`config.mk`:
```
export PLATFORM = sky130hd
export DESIGN_NAME = norm_recip_iter_flat
export DESIGN_NICKNAME = d
export VERILOG_FILES = /design/src/rtl/norm_recip_iter_pkg.sv /design/src/rtl/norm_recip_iter_if.sv /design/src/rtl/norm_recip_iter_recip_div_step.sv /design/src/rtl/norm_recip_iter.sv /design/src/flat_wrapper.sv
export SDC_FILE = /design/constraint.sdc
export NUM_CORES = 1
export LEC_CHECK = 0
export CORE_UTILIZATION = 54
export DETAILED_ROUTE_END_ITERATION = 10
export GPL_ROUTABILITY_DRIVEN = 0
export PLACE_DENSITY_LB_ADDON = 0.1
export SETUP_SLACK_MARGIN = 0.15
export SKIP_CTS_REPAIR_TIMING = 1
export SLEW_MARGIN = 25
export SYNTH_ARGS = -nofsm -noshare
export SYNTH_HDL_FRONTEND = slang
export SYNTH_SLANG_ARGS = --single-unit
```
`constraint.sdc`:
```
create_clock -name clk -period 3 [get_ports clk]
set_input_delay 0.45 -clock clk [delete_from_list [all_inputs] [get_ports clk]]
set_output_delay 0.45 -clock clk [all_outputs]
set_load 0.005 [all_outputs]
```
`src/rtl/norm_recip_iter_pkg.sv`:
```
// Shared definitions for the reciprocal unit that follows the HOG
// block-normalisation leading-zero normaliser.
//   - state_e  : controller states (IDLE / DIV / DONE)
//   - *_DEF    : default widths (mantissa, shift count, quotient)
//   - iter_w() : width of the iteration counter for a given quotient width
package norm_recip_iter_pkg;

  localparam int unsigned IN_W_DEF  = 22;
  localparam int unsigned CNT_W_DEF = 5;
  localparam int unsigned Q_W_DEF   = 16;

  typedef enum logic [1:0] {
    ST_IDLE = 2'd0,
    ST_DIV  = 2'd1,
    ST_DONE = 2'd2
  } state_e;

  function automatic int unsigned iter_w(input int unsigned q_w);
    return (q_w > 1) ? $clog2(q_w) : 1;
  endfunction

  localparam int unsigned ITER_W = iter_w(Q_W_DEF);

endpackage

```
`src/rtl/norm_recip_iter_if.sv`:
```
// Operand/result handshake bundle of the reciprocal unit.
//   in_valid/in_ready  : operand handshake (in_mant normalised, in_shift = lz count)
//   out_valid/out_ready: result handshake (out_recip, out_exp, out_zero)
// Modport slave is the unit's view; master is the view of the surrounding logic.
interface norm_recip_iter_if
  import norm_recip_iter_pkg::*;
#(
  parameter int unsigned IN_W  = IN_W_DEF,
  parameter int unsigned CNT_W = CNT_W_DEF,
  parameter int unsigned Q_W   = Q_W_DEF
);

  logic             in_valid;
  logic             in_ready;
  logic [IN_W-1:0]  in_mant;
  logic [CNT_W-1:0] in_shift;
  logic             out_valid;
  logic             out_ready;
  logic [Q_W-1:0]   out_recip;
  logic [CNT_W-1:0] out_exp;
  logic             out_zero;

  modport slave (
    input  in_valid, in_mant, in_shift, out_ready,
    output in_ready, out_valid, out_recip, out_exp, out_zero
  );

  modport master (
    output in_valid, in_mant, in_shift, out_ready,
    input  in_ready, out_valid, out_recip, out_exp, out_zero
  );

endinterface

```
`src/rtl/norm_recip_iter_recip_div_step.sv`:
```
// One combinational restoring-division step.
//   rem_i      : current partial remainder (IN_W+1 bits)
//   mant_i     : divisor (normalised mantissa)
//   rem_next_o : remainder for the next step, already shifted left by one
//   q_bit_o    : quotient bit produced by this step
module recip_div_step #(
  parameter int unsigned IN_W = 22
) (
  input  logic [IN_W:0]   rem_i,
  input  logic [IN_W-1:0] mant_i,
  output logic [IN_W:0]   rem_next_o,
  output logic            q_bit_o
);

  logic [IN_W:0] mant_ext;
  logic [IN_W:0] rem_sub;

  always_comb begin
    mant_ext   = {1'b0, mant_i};
    q_bit_o    = (rem_i >= mant_ext);
    rem_sub    = q_bit_o ? (rem_i - mant_ext) : rem_i;
    // rem_sub < mant_i, so the shifted-out MSB is always zero.
    rem_next_o = rem_sub << 1;
  end

endmodule

```
`src/rtl/norm_recip_iter.sv`:
```
// Sequential reciprocal of a normalised mantissa, one quotient bit per cycle.
//   clk, rst  : single clock, synchronous active-high reset
//   bus       : slave side of norm_recip_iter_if
//     in_*    : mantissa (MSB=1, or MSB=0 meaning zero operand) and shift count
//     out_*   : out_recip = floor(2^(IN_W+Q_W-2) / mant), out_exp = latched shift,
//               out_zero = zero operand (out_recip saturated to all ones)
// Result is held while out_valid && !out_ready; no new operand is taken
// until the result has been consumed.
module norm_recip_iter
  import norm_recip_iter_pkg::*;
#(
  parameter int unsigned IN_W  = IN_W_DEF,
  parameter int unsigned CNT_W = CNT_W_DEF,
  parameter int unsigned Q_W   = Q_W_DEF
) (
  input  logic              clk,
  input  logic              rst,
  norm_recip_iter_if.slave  bus
);

  localparam int unsigned   IW        = iter_w(Q_W);
  localparam logic [IW-1:0] ITER_LAST = IW'(Q_W - 1);
  // Initial remainder 2^(IN_W-1): first quotient bit weighs 2^(Q_W-1).
  localparam logic [IN_W:0] REM_INIT  = {2'b01, {(IN_W-1){1'b0}}};

  state_e           state_q, state_d;
  logic [IN_W-1:0]  mant_q,  mant_d;
  logic [IN_W:0]    rem_q,   rem_d;
  logic [Q_W-1:0]   q_q,     q_d;
  logic [IW-1:0]    iter_q,  iter_d;
  logic [CNT_W-1:0] exp_q,   exp_d;
  logic             zero_q,  zero_d;

  logic [IN_W:0]    rem_next;
  logic             q_bit;

  recip_div_step #(
    .IN_W (IN_W)
  ) u_step (
    .rem_i      (rem_q),
    .mant_i     (mant_q),
    .rem_next_o (rem_next),
    .q_bit_o    (q_bit)
  );

  always_ff @(posedge clk) begin
    if (rst) begin
      state_q <= ST_IDLE;
      mant_q  <= '0;
      rem_q   <= '0;
      q_q     <= '0;
      iter_q  <= '0;
      exp_q   <= '0;
      zero_q  <= 1'b0;
    end else begin
      state_q <= state_d;
      mant_q  <= mant_d;
      rem_q   <= rem_d;
      q_q     <= q_d;
      iter_q  <= iter_d;
      exp_q   <= exp_d;
      zero_q  <= zero_d;
    end
  end

  always_comb begin
    state_d = state_q;
    mant_d  = mant_q;
    rem_d   = rem_q;
    q_d     = q_q;
    iter_d  = iter_q;
    exp_d   = exp_q;
    zero_d  = zero_q;

    unique case (state_q)
      ST_IDLE: begin
        if (bus.in_valid) begin
          mant_d = bus.in_mant;
          exp_d  = bus.in_shift;
          rem_d  = REM_INIT;
          iter_d = '0;
          if (bus.in_mant[IN_W-1]) begin
            q_d     = '0;
            zero_d  = 1'b0;
            state_d = ST_DIV;
          end else begin
            // Zero operand: saturate immediately, skip iteration.
            q_d     = '1;
            zero_d  = 1'b1;
            state_d = ST_DONE;
          end
        end
      end
      ST_DIV: begin
        q_d    = {q_q[Q_W-2:0], q_bit};
        rem_d  = rem_next;
        iter_d = iter_q + 1'b1;
        if (iter_q == ITER_LAST) begin
          state_d = ST_DONE;
        end
      end
      ST_DONE: begin
        if (bus.out_ready) begin
          state_d = ST_IDLE;
        end
      end
      default: begin
        state_d = ST_IDLE;
      end
    endcase
  end

  // The quotient register doubles as the result register; it is only
  // observed while out_valid is high, after the last step has landed.
  assign bus.in_ready  = (state_q == ST_IDLE);
  assign bus.out_valid = (state_q == ST_DONE);
  assign bus.out_recip = q_q;
  assign bus.out_exp   = exp_q;
  assign bus.out_zero  = zero_q;

endmodule

```
`src/flat_wrapper.sv`:
```
// flat-port wrapper written by rule: the top's interface ports become plain ports
module norm_recip_iter_flat import norm_recip_iter_pkg::*;
#(
  parameter int unsigned IN_W  = IN_W_DEF,
  parameter int unsigned CNT_W = CNT_W_DEF,
  parameter int unsigned Q_W   = Q_W_DEF
)
  (clk, rst, bus_in_valid, bus_in_mant, bus_in_shift, bus_out_ready, bus_in_ready, bus_out_valid, bus_out_recip, bus_out_exp, bus_out_zero);
  norm_recip_iter_if #(.IN_W(IN_W), .CNT_W(CNT_W), .Q_W(Q_W)) bus_i ();
  input  logic clk;
  input  logic rst;
  input wire logic [$bits(bus_i.in_valid)-1:0] bus_in_valid;
  input wire logic [$bits(bus_i.in_mant)-1:0] bus_in_mant;
  input wire logic [$bits(bus_i.in_shift)-1:0] bus_in_shift;
  input wire logic [$bits(bus_i.out_ready)-1:0] bus_out_ready;
  output wire logic [$bits(bus_i.in_ready)-1:0] bus_in_ready;
  output wire logic [$bits(bus_i.out_valid)-1:0] bus_out_valid;
  output wire logic [$bits(bus_i.out_recip)-1:0] bus_out_recip;
  output wire logic [$bits(bus_i.out_exp)-1:0] bus_out_exp;
  output wire logic [$bits(bus_i.out_zero)-1:0] bus_out_zero;
  assign bus_i.in_valid = bus_in_valid;
  assign bus_i.in_mant = bus_in_mant;
  assign bus_i.in_shift = bus_in_shift;
  assign bus_i.out_ready = bus_out_ready;
  assign bus_in_ready = bus_i.in_ready;
  assign bus_out_valid = bus_i.out_valid;
  assign bus_out_recip = bus_i.out_recip;
  assign bus_out_exp = bus_i.out_exp;
  assign bus_out_zero = bus_i.out_zero;
  norm_recip_iter #(.IN_W(IN_W), .CNT_W(CNT_W), .Q_W(Q_W)) u_core (.clk(clk), .rst(rst), .bus(bus_i));
endmodule
```
# Word-level counts from Yosys, hierarchy flattened
# Cells that the tools add are included.
dict set report word_totals {
  ff_bits 73
  latchBits 0
  ramBits 0
  mem_bits_ro 0
  inputBits 31
  out_inout_bits 24
  mem_count 0
}
dict set report op_classes {
  addsub 2
  n_mul 0
  n_div 0
  n_lt_le_gt_ge 1
  eq_ne 6
  shifts 0
  muxes 14
  n_bitwise 0
  n_reduce_logical 5
}
# operator count
set op_table {}
lappend op_table {{one-hot mux 23 bit (2 select lines)} 1}
lappend op_table {{two-way mux 16 bit} 2}
lappend op_table {{one-hot mux 16 bit (2 select lines)} 1}
lappend op_table {{greater-or-equal comparator 23 x 22 -> 1 bit} 1}
lappend op_table {{two-way mux 23 bit} 1}
lappend op_table {{two-way mux 22 bit} 1}
lappend op_table {{subtractor 22 bit} 1}
lappend op_table {{two-way mux 2 bit} 4}
lappend op_table {{one-hot mux 4 bit (2 select lines)} 1}
lappend op_table {{one-hot mux 2 bit (3 select lines)} 1}
lappend op_table {{adder 4 x 1 -> 4 bit (second input constant)} 1}
lappend op_table {{== test 4 bit (second input constant)} 1}
lappend op_table {{two-way mux 4 bit} 1}
lappend op_table {{inequality test 2 bit (second input constant)} 2}
lappend op_table {{AND reduction 2 bit} 2}
lappend op_table {{AND reduction 3 bit} 1}
lappend op_table {{== test 2 x 1 -> 1 bit (second input constant)} 1}
lappend op_table {{== test 2 bit (second input constant)} 1}
lappend op_table {{zero test 2 bit} 1}
lappend op_table {{inequality test 2 x 1 -> 1 bit (second input constant)} 1}
lappend op_table {{nonzero test 2 bit} 1}
lappend op_table {{two-way mux 1 bit} 1}

# Logic depth before layout (Yosys ltp)
# Gate-level depths: netlist of run 1.
dict set report depth {
  ltp_word 3
  mapped_depth 12
  mapped_depth_nobuf 11
}

# By module
# From an unflattened synthesis of run 1, not the netlist that was laid out.
dict set report unflattened {
  hier_cells 548
  hier_area_um2 4444.3
}
# module instances cells_per_inst area_per_inst_um2
set by_module_without_submodules {}
lappend by_module_without_submodules {norm_recip_iter 1 306 2703.8}
lappend by_module_without_submodules {recip_div_step 1 242 1740.4}

# Worst setup path after synthesis of run 1
# Ideal clock, no wire load.
dict set report synth_timing {
  path_type {register to register}
  startpoint {reg u_core.mant_q[0]}
  endpoint {reg u_core.rem_q[21]}
  setup_ps 86
  arrival_time_ps 2651
  path_slack_ps 264
  path_stages_with_launch 12
  n_path_buf 0
  synth_period_minus_slack_ps 2736
  path_cell_list {dfxtp_1 > inv_1 > fa_1 > a21o_1 > a221o_1 > a211oi_4 > o31ai_2 > a221o_1 > a21oi_2 > xnor2_1 > mux2i_1 > a211oi_1}
}
dict set report synth_between {
  elab_chain_cells 3
}
# element line
set synth_lines {}
lappend synth_lines {{start, declared} norm_recip_iter.sv:27} ;# logic [IN_W-1:0] mant_q, mant_d;
lappend synth_lines {{start signal, assigned} norm_recip_iter.sv:57} ;# mant_q <= mant_d;
lappend synth_lines {{subtractor 22 bit / greater-or-equal comparator 23 x 22 -> 1 bit (equally long branches)} {norm_recip_iter_recip_div_step.sv:21, norm_recip_iter_recip_div_step.sv:20}}
lappend synth_lines {{two-way mux 22 bit *} norm_recip_iter_recip_div_step.sv:21} ;# rem_sub = q_bit_o ? (rem_i - mant_ext) : rem_i;
lappend synth_lines {{one-hot mux 23 bit (2 select lines) *} norm_recip_iter.sv:75} ;# unique case (state_q)
lappend synth_lines {{end signal, assigned} norm_recip_iter.sv:58} ;# rem_q <= rem_d;
lappend synth_lines {{end, declared} norm_recip_iter.sv:28} ;# logic [IN_W:0] rem_q, rem_d;
# Every way passes the cells marked *; elsewhere a longest branch is shown, timed or not.
# A chain may end at the register's enable or synchronous reset.

# Final worst setup path of run 1
dict set report layout_timing {
  startpoint {reg u_core.mant_q[1]}
  endpoint {reg u_core.rem_q[21]}
}
# The elaborated chain is that of the path after synthesis.

==> results of run 1 <==
## cells in the final DEF, fill, tap and decap left out, drive strengths merged, types with 2 or more instances in the layout
cell / n
nand2: 85
dfxtp: 72
a21oi: 61
clkdlybuf4s50: 53
nor2: 51
o21ai: 31
ha: 23
inv: 22
a221oi: 16
xor2: 11
buf: 10
nand3: 9
clkbuf: 9
a21o: 7
xnor2: 7
nor3: 7
nand2b: 6
nor2b: 5
mux2i: 5
a32oi: 5
nand4: 4
a211oi: 4
and3: 3
o211ai: 3
a221o: 2
a31oi: 2
clkinvlp: 2
bufinv: 2
## per-layer routing
layer	share of wire (%)	up-vias	global-route usage, %
li1	-	1769	-
met1	48	1630	33.6
met2	46	81	40.0
met3	5.4	8	4.91
met4	0.85	0	11.7
met5	0	-	0
## state kept, by name, summed over array words and instances, names as in the netlist
| register | cells |
|---|---|
| u_core.iter_q | 4 |
| u_core.mant_q | 22 |
| u_core.bus.out_exp | 5 |
| u_core.bus.out_zero | 1 |
| u_core.state_q | 2 |
| u_core.bus.out_recip | 16 |
| u_core.rem_q | 22 |
## how the worst max path moves through the flow
stage                          start          endpoint  depth (start not counted)
CTS                 u_core.mant_q[0]  u_core.rem_q[21]                         11
finish              u_core.mant_q[1]  u_core.rem_q[21]                         11
floorplan           u_core.mant_q[0]  u_core.rem_q[21]                         11
detailed placement  u_core.mant_q[0]  u_core.rem_q[21]                         11
global placement    u_core.mant_q[0]  u_core.rem_q[21]                         11
global route        u_core.mant_q[1]  u_core.rem_q[21]                         11
## cells by family (layout without fill, tap and decap cells)
group / after synthesis / count (layout) / synth area share (%)
flops: 72 / 72 / 38.3
compound gates: 139 / 139 / 23.3
buf+inv: 48 / 99 / 4.95
mux: 5 / 5 / 1.33
simple gates: 175 / 175 / 19.7
fa+ha+maj: 24 / 24 / 8.18
xor+xnor: 18 / 18 / 4.19
## power by group through the flow
stage / Sequential, mW / Combinational [mW] / Clock (mW)
2_1_floorplan: 1.08 / 0.672 / 0
3_5_place_dp: 1.08 / 0.926 / 0
3_3_place_gp: 1.08 / 0.913 / 0
6_report: 1.06 / 0.956 / 0.830
4_1_cts: 1.06 / 0.931 / 0.845
5_1_grt: 1.07 / 1.06 / 0.887
## per-stage QoR
step           instance area [um2]  hold WS, ns
6_report                      4630        0.362
3_3_place_gp                  4390        0.442
4_1_cts                       4590        0.350
5_1_grt                       4630        0.364
3_5_place_dp                  4390        0.447
2_1_floorplan                 3760        0.436
## critical path, stage by stage (launching register included)
cell	delay [ns]
dfxtp_1	0.34
inv_1	0.07
fa_2	0.37
a21o_1	0.20
a221o_1	0.38
a211oi_4	0.33
o31ai_4	0.10
a221o_1	0.33
a21oi_2	0.13
xnor2_1	0.12
mux2i_1	0.11
a211oi_2	0.19
## final cells by class
cell class                      instances  area [um2]  share of cell area, %
Tap cell                               80         100                   2.16
Clock buffer                            9         124                   2.68
Sequential cell                        72        1440                   31.2
Inverter                               22        82.6                   1.79
Clock inverter                          5        83.8                   1.81
Timing Repair Buffer                   63         616                   13.3
Multi-Input combinational cell        361        2180                   47.1
==> impl_summary.md, run 1 <==
Critical path
STA puts the critical path data required time at 3.26 ns. By startpoint and endpoint, the worst setup path is classified as reg2reg. The slack of the worst reg-to-reg path is 0.26 ns. The worst setup path is launched from a flop. In this run the critical register-to-register path is launched from u_core.mant_q[1]. The critical-path maximum fanout is 3. The endpoint of the worst register-to-register path is u_core.rem_q[21]. STA puts the critical path data arrival time at 3.00 ns. The worst setup path is captured at a flop. For the worst flop-to-flop path, the logic depth is 11.

STA
The fmax is 0.366 GHz. Setup violations remaining at the end of the flow were counted as 0. The clock skew is 0.0129 ns. Setup repair after global routing could not meet its margin everywhere. For the final routed database, the setup TNS stands at 0 ns. For the pin with the worst max-slew slack, the measured transition is 0.704 ns. The count of endpoints failing hold in the final timing report is 0.

Measured against its own limit, the worst slew margin works out to 53.0%. The post-route minimum period is 2.74 ns. After layout, the worst setup slack is 0.265 ns. The max-slew violation total from the final report is 0. The share of the cycle needed by the critical path after routing is 91.2%.

Synth
In this run, synthesis inferred 0 flip-flops with an integrated enable. Synthesis inferred 72 register bits. The commonest cells after synthesis are 85 x nand2_1, 72 x dfxtp_1, 60 x a21oi_1.

The synthesized netlist cell count is 481. The cell area that synthesis handed to floorplanning was 3760 um2. Among all flip-flop cells after synthesis, the most frequent one is dfxtp_1. Counting distinct cell types in the post-synthesis netlist gives 44. Among all cell types in the netlist, the one instantiated most often is nand2_1. A synthesized cell averages 7.83 um2. The largest area contributor in the netlist is dfxtp_1. The area share of the largest cell type after synthesis is 38.3%.

Sequential cells were found to cover 38.3% of the synthesized design area. The count of warnings emitted by yosys is 0. The number of nets in the synthesized netlist is 536. Sorting the synthesized cells by area gives the leading types as dfxtp_1 38%, nand2_1 8.5%, a21oi_1 8.0%, ha_1 7.6%, nor2_1 5.1%.

The fraction of registers with async set or reset after synthesis is 0%.

Finish
The number of nets in the final layout is 584. Fill cells in the final layout number 575. Measured on the finished design, the core utilization comes to 68.5%. The repair_antennas step left the layout with diodes totalling 0. In the final layout, the share of cells above drive strength 1 is 6.58%.

The finished layout holds 612 standard cells, fillers aside. The layout-stage area growth over the synthesis result is 22.9%.

Pwr
The internal power of the cells is 1.91 mW. Summed over all nets, the switching power comes to 0.935 mW. Combinational logic is responsible for 33.5% of the overall power. The total leakage power is 1.83 nW. Net switching is 32.8% of the power. The total power draw is 2.85 mW.

The share of total power dissipated in the clock network is 29.1%. The power density over cell area is 616 nW/um2. Registers are responsible for 37.3% of the overall power. The worst ir drop on vdd is 0.427 mV.

Status
The run finished with clean final reports.

Routing
The detailed-route via count is 3488. The DRC violation count after routing is 0. In this run the remaining antenna-violating nets after routing total 0. After detailed routing, the average wire length per cell comes to 14.3 um.

Wires add up to 8.73 mm. The iteration count of the initial detailed-routing pass is 4. The number of DRC violations after detailed-routing iteration 0 is 191. The per-cell via count in the routed design is 5.70.

Clock network
The number of clock buffers inserted by TritonCTS is 9. The cell chosen for the clock root is clkbuf_8. The sink count of the clock tree is 72. The H-tree was split into 3 levels. Clock latency on the worst-skew pair, taken at its later pin, is 0.35 ns. The maximum clock insertion buffer count is 2.

After clock tree synthesis, the clock-pin slew on the worst setup and hold paths is 0.08 ns. The clock tree from TritonCTS is done.

Die
The floorplan die area is 7310 um2. Once the floorplan was initialized, standard cells occupied 55.7% of the core. The x dimension of the die is 85.5 um. The placement row count is 30. The region available for standard cell placement spans 6760 um2. Pin placement for this block handled 55 I/O pins. The height of the chip is 85.5 um.

Global route
Global routing finished with a remaining overflow of 0. The first global-routing pass estimated 14.7 mm of wire. The number of antenna violations at the first check in global routing is 0. The total routing resource utilization after global routing is 25.3%. The via count of the first global-routing pass is 3278. Entering global routing, the biggest net connects 50 pins.

Hold path
The capture endpoint of the worst hold path is u_core.mant_q[1]. The hold-critical path depth is 2. The start point of the worst hold path is rst. The worst hold path belongs to the class in2reg.

Placed design
The number of instances in the placed design is 597. The HPWL after detailed placement is 6.03 mm. Timing analysis after detailed placement gives a worst setup slack of 0.0345 ns. The count of port buffers added during placement is 54.

Flow run
The max-cap check violation count is 0.
Power figures use the tool's default switching activity.
==> run 2, diff against run 1 <==
--- a/config.mk
+++ b/config.mk
@@ -5,10 +5,12 @@
 export SDC_FILE = /design/constraint.sdc
 export NUM_CORES = 1
 export LEC_CHECK = 0
+export CORE_MARGIN = 4
 export CORE_UTILIZATION = 54
 export DETAILED_ROUTE_END_ITERATION = 10
 export GPL_ROUTABILITY_DRIVEN = 0
 export PLACE_DENSITY_LB_ADDON = 0.1
+export RECOVER_POWER = 50
 export SETUP_SLACK_MARGIN = 0.15
 export SKIP_CTS_REPAIR_TIMING = 1
 export SLEW_MARGIN = 25
==> run 2 against run 1 <==
Against the previous run:
- flip-flop and latch count is the same
- critical path depth is the same
- wire length grew 1.9%
- core utilization grew 0.43 points
- die area grew 15%
- clock-buffer cell count grew 1
- critical endpoint unchanged
==> impl_summary.md, run 2 (synthesis results as in run 1) <==
Status
The flow ran to the end, and the final reports show no timing, DRC or antenna violations.

STA
The headroom to the max-slew limit is 10.3%. The share of the cycle needed by the critical path after routing is 92.8%. The post-route minimum period is 2.78 ns. For the pin with the worst max-slew slack, the measured transition is 1.35 ns.

After layout, the worst setup slack is 0.216 ns. The total negative setup slack is 0 ns. Setup repair after global routing could not meet its margin everywhere. Derived from the worst setup path, the maximum achievable clock frequency is 0.359 GHz. Setup violations remaining at the end of the flow were counted as 0.

The max-slew violation total from the final report is 0. The count of endpoints failing hold in the final timing report is 0. The clock skew is 0.0105 ns.

Critical path
The startpoint identified for the worst register-to-register timing path is u_core.mant_q[1]. STA puts the critical path data required time at 3.26 ns. The number of cells on the worst reg-to-reg path is 11. The endpoint of the most critical setup path is u_core.rem_q[21]. The first element of the critical path is u_core.mant_q[1]. The slack of the worst reg-to-reg path is 0.22 ns.

The critical-path maximum fanout is 3. The category of the most critical setup path is reg2reg. The worst setup path is captured at a flop. In this run the critical register-to-register path is captured at u_core.rem_q[21].

STA classifies the critical path startpoint as a flop. STA puts the critical path data arrival time at 3.05 ns.

Finish
The sequential cell area is 1440 um2. The number of filler cells placed in the layout is 561. The most common library cell in the layout ignoring fill and taps is nand2_1. The count of antenna diodes in the layout is 0.

The finished layout cell area is 4680 um2. In the final layout, the share of cells above drive strength 1 is 6.89%. The net count of the finished layout is 587. The post-layout utilization of the core is 68.9%. Summing all multi-input logic gate instances after layout gives 2180 um2. From synthesis to final layout, the design area changed by 24.3%. The library cells used most frequently in the layout, excluding fill and tap cells, are 85 x nand2_1, 71 x dfxtp_1, 60 x a21oi_1.

Routing
The detail route stage leaves a number of antenna-violating nets equal to 0. The overall routed net length is 8.90 mm. The iteration count of the initial detailed-routing pass is 4. The routed layout has 3466 vias.

The per-cell via count in the routed design is 5.48. The number of DRC violations after detailed-routing iteration 0 is 228. The DRC violation count after routing is 0. Dividing the detail-routed wire length by the instance count gives 14.1 um.

Pwr
The fraction of power spent switching nets is 33.1%. The power density over cell area is 622 nW/um2. Cell internal power was estimated by the tool at 1.95 mW.

The part of the total power dissipated in combinational logic is 33.9%. The completed layout was analyzed and its total power is 2.91 mW. The net switching component of the power is 0.963 mW. The total leakage power is 1.89 nW. IR analysis of the VDD net gives a maximum drop of 0.390 mV. The clock network burns 29.5% of the power. The fraction of power consumed by sequential logic is 36.5%.

Global route
The number of antenna violations at the first check in global routing is 0. The wire length of the first global-routing pass is 15.3 mm. For this run, the total global-route usage over all layers was measured as 22.2%.

The largest net degree at the start of global routing is 53. The via count of the first global-routing pass is 3466. The sum of overflow across all layers after global routing is 0.

Placed design
The pre-CTS worst setup slack is 0.100 ns. During placement, the flow inserted port buffers numbering 54. The post-place instance area is 4420 um2. The wire-length estimate of the detail-placed layout is 6.29 mm.

Clock network
The number of clock buffers added by TritonCTS is 9. The number of levels in the clock H-tree is 3. The clock reaches the later pin of the worst-skew pair after 0.35 ns.

The sink count of the clock tree is 72. The clock passes through at most 2 buffers. In this run the clock root is driven by a clkbuf_8. The clock tree from TritonCTS is done. Clock-pin slew was measured on the worst setup and hold paths at 0.08 ns.

Die
The x dimension of the die is 91.5 um. The top-level port count is 55. The initial utilization of the core area, before any placement, comes to 55.4%. The floorplan die area is 8370 um2.

The height of the chip is 91.5 um. After floorplanning, the core was sized to cover 6790 um2. The floorplan has 30 rows.

Hold path
The classification of the worst-slack hold path is reg2reg. Along the worst hold path, the cell count comes to 2.

Flow run
The tool flagged a number of max-cap violations equal to 0.
-- run 2: cell types whose count changed in the layout (fill, tap and decap cells not counted), sizes merged --
cell and change:
inv +1, clkbuf +3, dlygate4sd3 +17, clkdlybuf4s50 -17, buf +1
-- run 2: critical path, stage by stage (launching register included) --
cell and delay (ns):
dfxtp_1 0.34, inv_1 0.08, fa_2 0.36, a21o_1 0.21
a221o_1 0.38, a211oi_4 0.31, o31ai_4 0.12, a221o_1 0.34
a21oi_2 0.16, xnor2_1 0.13, mux2i_1 0.09, a211oi_1 0.18
-- run 2: per-layer routing --
metal	GRT usage, %	routed length (um)	part of all wire [%]	vias up
met5	0	0	0	-
met4	7.79	95	1.1	0
met3	5.88	445	5.0	7
met2	35.4	4140	47	71
met1	29.0	4220	47	1602
li1	-	-	-	1786
-- run 2: area by class of cell --
| class | instances | area share [%] |
|---|---|---|
| Timing Repair Buffer | 66 | 13.6 |
| Clock inverter | 6 | 1.98 |
| Multi-Input combinational cell | 361 | 46.6 |
| Tap cell | 96 | 2.57 |
| Sequential cell | 72 | 30.8 |
| Inverter | 22 | 1.76 |
| Clock buffer | 10 | 2.73 |
-- run 2: power by group through the flow --
stage / registers [mW] / clock network (mW) / logic [mW]
2_1_floorplan: 1.08 / 0 / 0.672
3_3_place_gp: 1.08 / 0 / 0.921
3_5_place_dp: 1.09 / 0 / 0.938
4_1_cts: 1.06 / 0.878 / 0.942
5_1_grt: 1.07 / 0.922 / 1.10
6_report: 1.06 / 0.860 / 0.988
-- run 2: how the worst min path moves through the flow --
stage / endpoint / start / slack (ns)
finish: u_core.bus.out_exp[3] / u_core.bus.out_exp[3] / 0.45
global route: u_core.bus.out_exp[3] / u_core.bus.out_exp[3] / 0.48
CTS: u_core.mant_q[2] / u_core.mant_q[2] / 0.46
detailed placement: u_core.mant_q[4] / u_core.mant_q[4] / 0.45
global placement: u_core.bus.out_exp[1] / u_core.bus.out_exp[1] / 0.44
floorplan: u_core.mant_q[10] / u_core.mant_q[10] / 0.44
-- run 2: through the flow --
stage | instances | hold WS (ns)
after floorplan | 481 | 0.436
after global placement | 614 | 0.442
after detailed placement | 614 | 0.447
after CTS | 630 | 0.459
after global routing | 633 | 0.484
final | 633 | 0.454
==> run 3, diff against run 2 <==
--- a/config.mk
+++ b/config.mk
@@ -6,7 +6,7 @@
 export NUM_CORES = 1
 export LEC_CHECK = 0
 export CORE_MARGIN = 4
-export CORE_UTILIZATION = 54
+export CORE_UTILIZATION = 50
 export DETAILED_ROUTE_END_ITERATION = 10
 export GPL_ROUTABILITY_DRIVEN = 0
 export PLACE_DENSITY_LB_ADDON = 0.1
==> run 3 against run 2 <==
Against the previous run:
- critical path depth unchanged
- largest power group unchanged
- clock skew decreased by 0.0031 ns
- first-iteration DRC count shrank 40%
- critical path type unchanged
==> impl_summary.md, run 3 (synthesis results as in run 1) <==
STA
The post-route minimum period is 2.74 ns. The headroom to the max-slew limit is 10.3%. After layout, the worst setup slack is 0.256 ns. The clock skew is 0.00740 ns. Setup violations remaining at the end of the flow were counted as 0. The fmax is 0.364 GHz. The count of endpoints failing hold in the final timing report is 0. For the pin with the worst max-slew slack, the measured transition is 1.35 ns. The total negative setup slack is 0 ns. The max-slew violation total from the final report is 0.

Setup repair after global routing could not meet its margin everywhere. The share of the cycle needed by the critical path after routing is 91.5%.

Finish
Leaving out fill and tap cells, the most frequent cells in the layout are 85 x nand2_1, 71 x dfxtp_1, 59 x a21oi_1. The repair_antennas step left the layout with diodes totalling 0. The layout has 704 filler cells. The number of nets in the final layout is 588. Leaving out fill and tap cells, the most frequent cell in the layout is nand2_1. The post-route netlist has 7.28% of its cells at a drive strength greater than 1. The area growth from synthesis to layout is 22.8%.

Placed design
Before CTS, the worst setup slack after placement is 0.0484 ns. Port buffering added 54 buffers. The HPWL after detailed placement is 6.36 mm.

Critical path
The critical-path maximum fanout is 3. In this design, the largest share of critical-path delay is due to compound AO/OA/AOI/OAI gates. STA puts the critical path data arrival time at 3.01 ns.

Data on the critical path is required at its endpoint by 3.26 ns. The total buffers and inverters traversed by the critical path is 1. On the worst path, the slowest cell contributes a delay of 0.37 ns. The setup path with the least slack is of type reg2reg. The signal on the critical path passes through inv_1 -> fa_2 -> a21o_1 -> a221o_1 -> a211oi_4 -> o31ai_4 -> a221o_1 -> a21oi_2 -> xnor2_1 -> mux2i_1 -> a211oi_2.

The most critical setup path has its startpoint at u_core.mant_q[1]. The logic depth of the worst setup path including buffers is 11. The cell at the slowest stage of the critical path is fa_2. The number of cells on the worst reg-to-reg path is 11. The setup check on the worst reg-to-reg path leaves a slack of 0.26 ns.

The startpoint of the worst-slack reg-to-reg timing path is u_core.mant_q[1]. The worst setup path is launched from a flop. STA classifies the critical path endpoint as a flop.

Counting stages on the worst path, the most repeated cell is a221o_1.

Routing
Routed signal wires occupy layers up through met4. The detailed-route via count is 3478. In the final routing, the length of wire on met1 measures 4.42 mm. The per-cell via count in the routed design is 5.48. The first detailed-routing pass ran for 4 iterations. The count of nets left with antenna violations once routing finished came out at 0. After the first detailed-routing iteration, the DRC count stood at 136. The wire length on met3 is 341 um.

After detailed routing, the total wire length is 8.88 mm. The wire length per cell is 14.0 um. The DRC violation count after routing is 0. The routed design uses 3.96 mm of met2 wire.

Global route
For this run the aggregate overflow at the end of global routing stands at 0. The first global-routing pass estimated 15.2 mm of wire. Entering global routing, the biggest net connects 53 pins.

For this run, the total global-route usage over all layers was measured as 21.1%. The number of antenna violations at the first check in global routing is 0. The via count of the first global-routing pass came to 3334.

Clock network
The cell chosen for the clock root is clkbuf_8. The number of levels in the clock H-tree is 3. The number of clock buffers inserted by TritonCTS is 9. The clock passes through at most 2 buffers. The tree built by TritonCTS fans out to 72 sinks. The later-pin clock latency in the skew report is 0.34 ns. The clock tree from TritonCTS is done. The clock slew at the register clock pins of the worst setup and hold paths is 0.08 ns.

Flow run
The max-cap check violation count is 0.

Hold path
The classification of the worst-slack hold path is reg2reg. The hold-critical path depth is 2. In this run the most critical hold path is launched from u_core.bus.out_exp[2].

Die
The x dimension of the die is 94.8 um. The standard cell core area is 7290 um2. The effective utilization at floorplan is 51.6%. The top-level port count is 55. The floorplan die area is 8980 um2. The floorplan has 31 rows.

The height of the chip is 94.8 um.

Pwr
Power spread over the standard cell area amounts to 579 nW/um2. The total leakage power is 1.87 nW. The worst-case IR drop observed on VDD is 0.273 mV.

Status
The flow ran to the end, and the final reports show no timing, DRC or antenna violations.
run 3: cell types whose count changed in the layout (fill, tap and decap cells not counted), moves of 2 or more:
cell / before / now
clkinv_2: 0 / 3
bufinv_16: 2 / 0
buf_4: 8 / 11
clkbuf_1: 3 / 1
run 3: worst paths after layout:
path	endpoint
min reg2reg	u_core.bus.out_exp[2]
max reg2reg	u_core.rem_q[21]
min	u_core.bus.out_exp[2]
max	u_core.rem_q[21]
run 3: report_power, final:
group	total [mW]	internal, mW	switching [mW]
clock	0.660	0.309	0.351
sequential	1.07	1.02	0.0470
combinational	0.953	0.433	0.520
total	2.68	1.76	0.918
run 3: per-stage QoR:
step	cell area, um2	hold slack, ns	instances	power (mW)	utilization [%]
floorplan	3760	0.436	481	1.75	-
global placement	4410	0.441	618	1.99	60.5
global route	4620	0.471	635	2.86	63.4
CTS	4570	0.457	632	2.66	62.7
detailed placement	4410	0.448	618	2.01	60.5
finish	4620	0.450	635	2.68	63.4
run 3: tightest hold or removal path: cells and delay by family (launching register included):
family | cells | cell delay [ns]
flip-flops | 1 | 0.31
AND/OR/NAND/NOR | 1 | 0.05
AO/OA/AOI/OAI | 1 | 0.05
run 3: routing by layer:
layer / vias to the layer above / GRT usage [%]
met3: 11 / 4.14
met4: 0 / 9.13
li1: 1781 / -
met1: 1622 / 28.9
met2: 64 / 32.2
met5: - / 0
run 3: cell type report:
type | count | area [um2] | share of cell area (%)
Multi-Input combinational cell | 361 | 2180 | 47.2
Sequential cell | 72 | 1440 | 31.2
Timing Repair Buffer | 67 | 633 | 13.7
Clock buffer | 10 | 138 | 2.98
Tap cell | 99 | 124 | 2.68
Inverter | 22 | 82.6 | 1.79
Clock inverter | 4 | 22.5 | 0.487
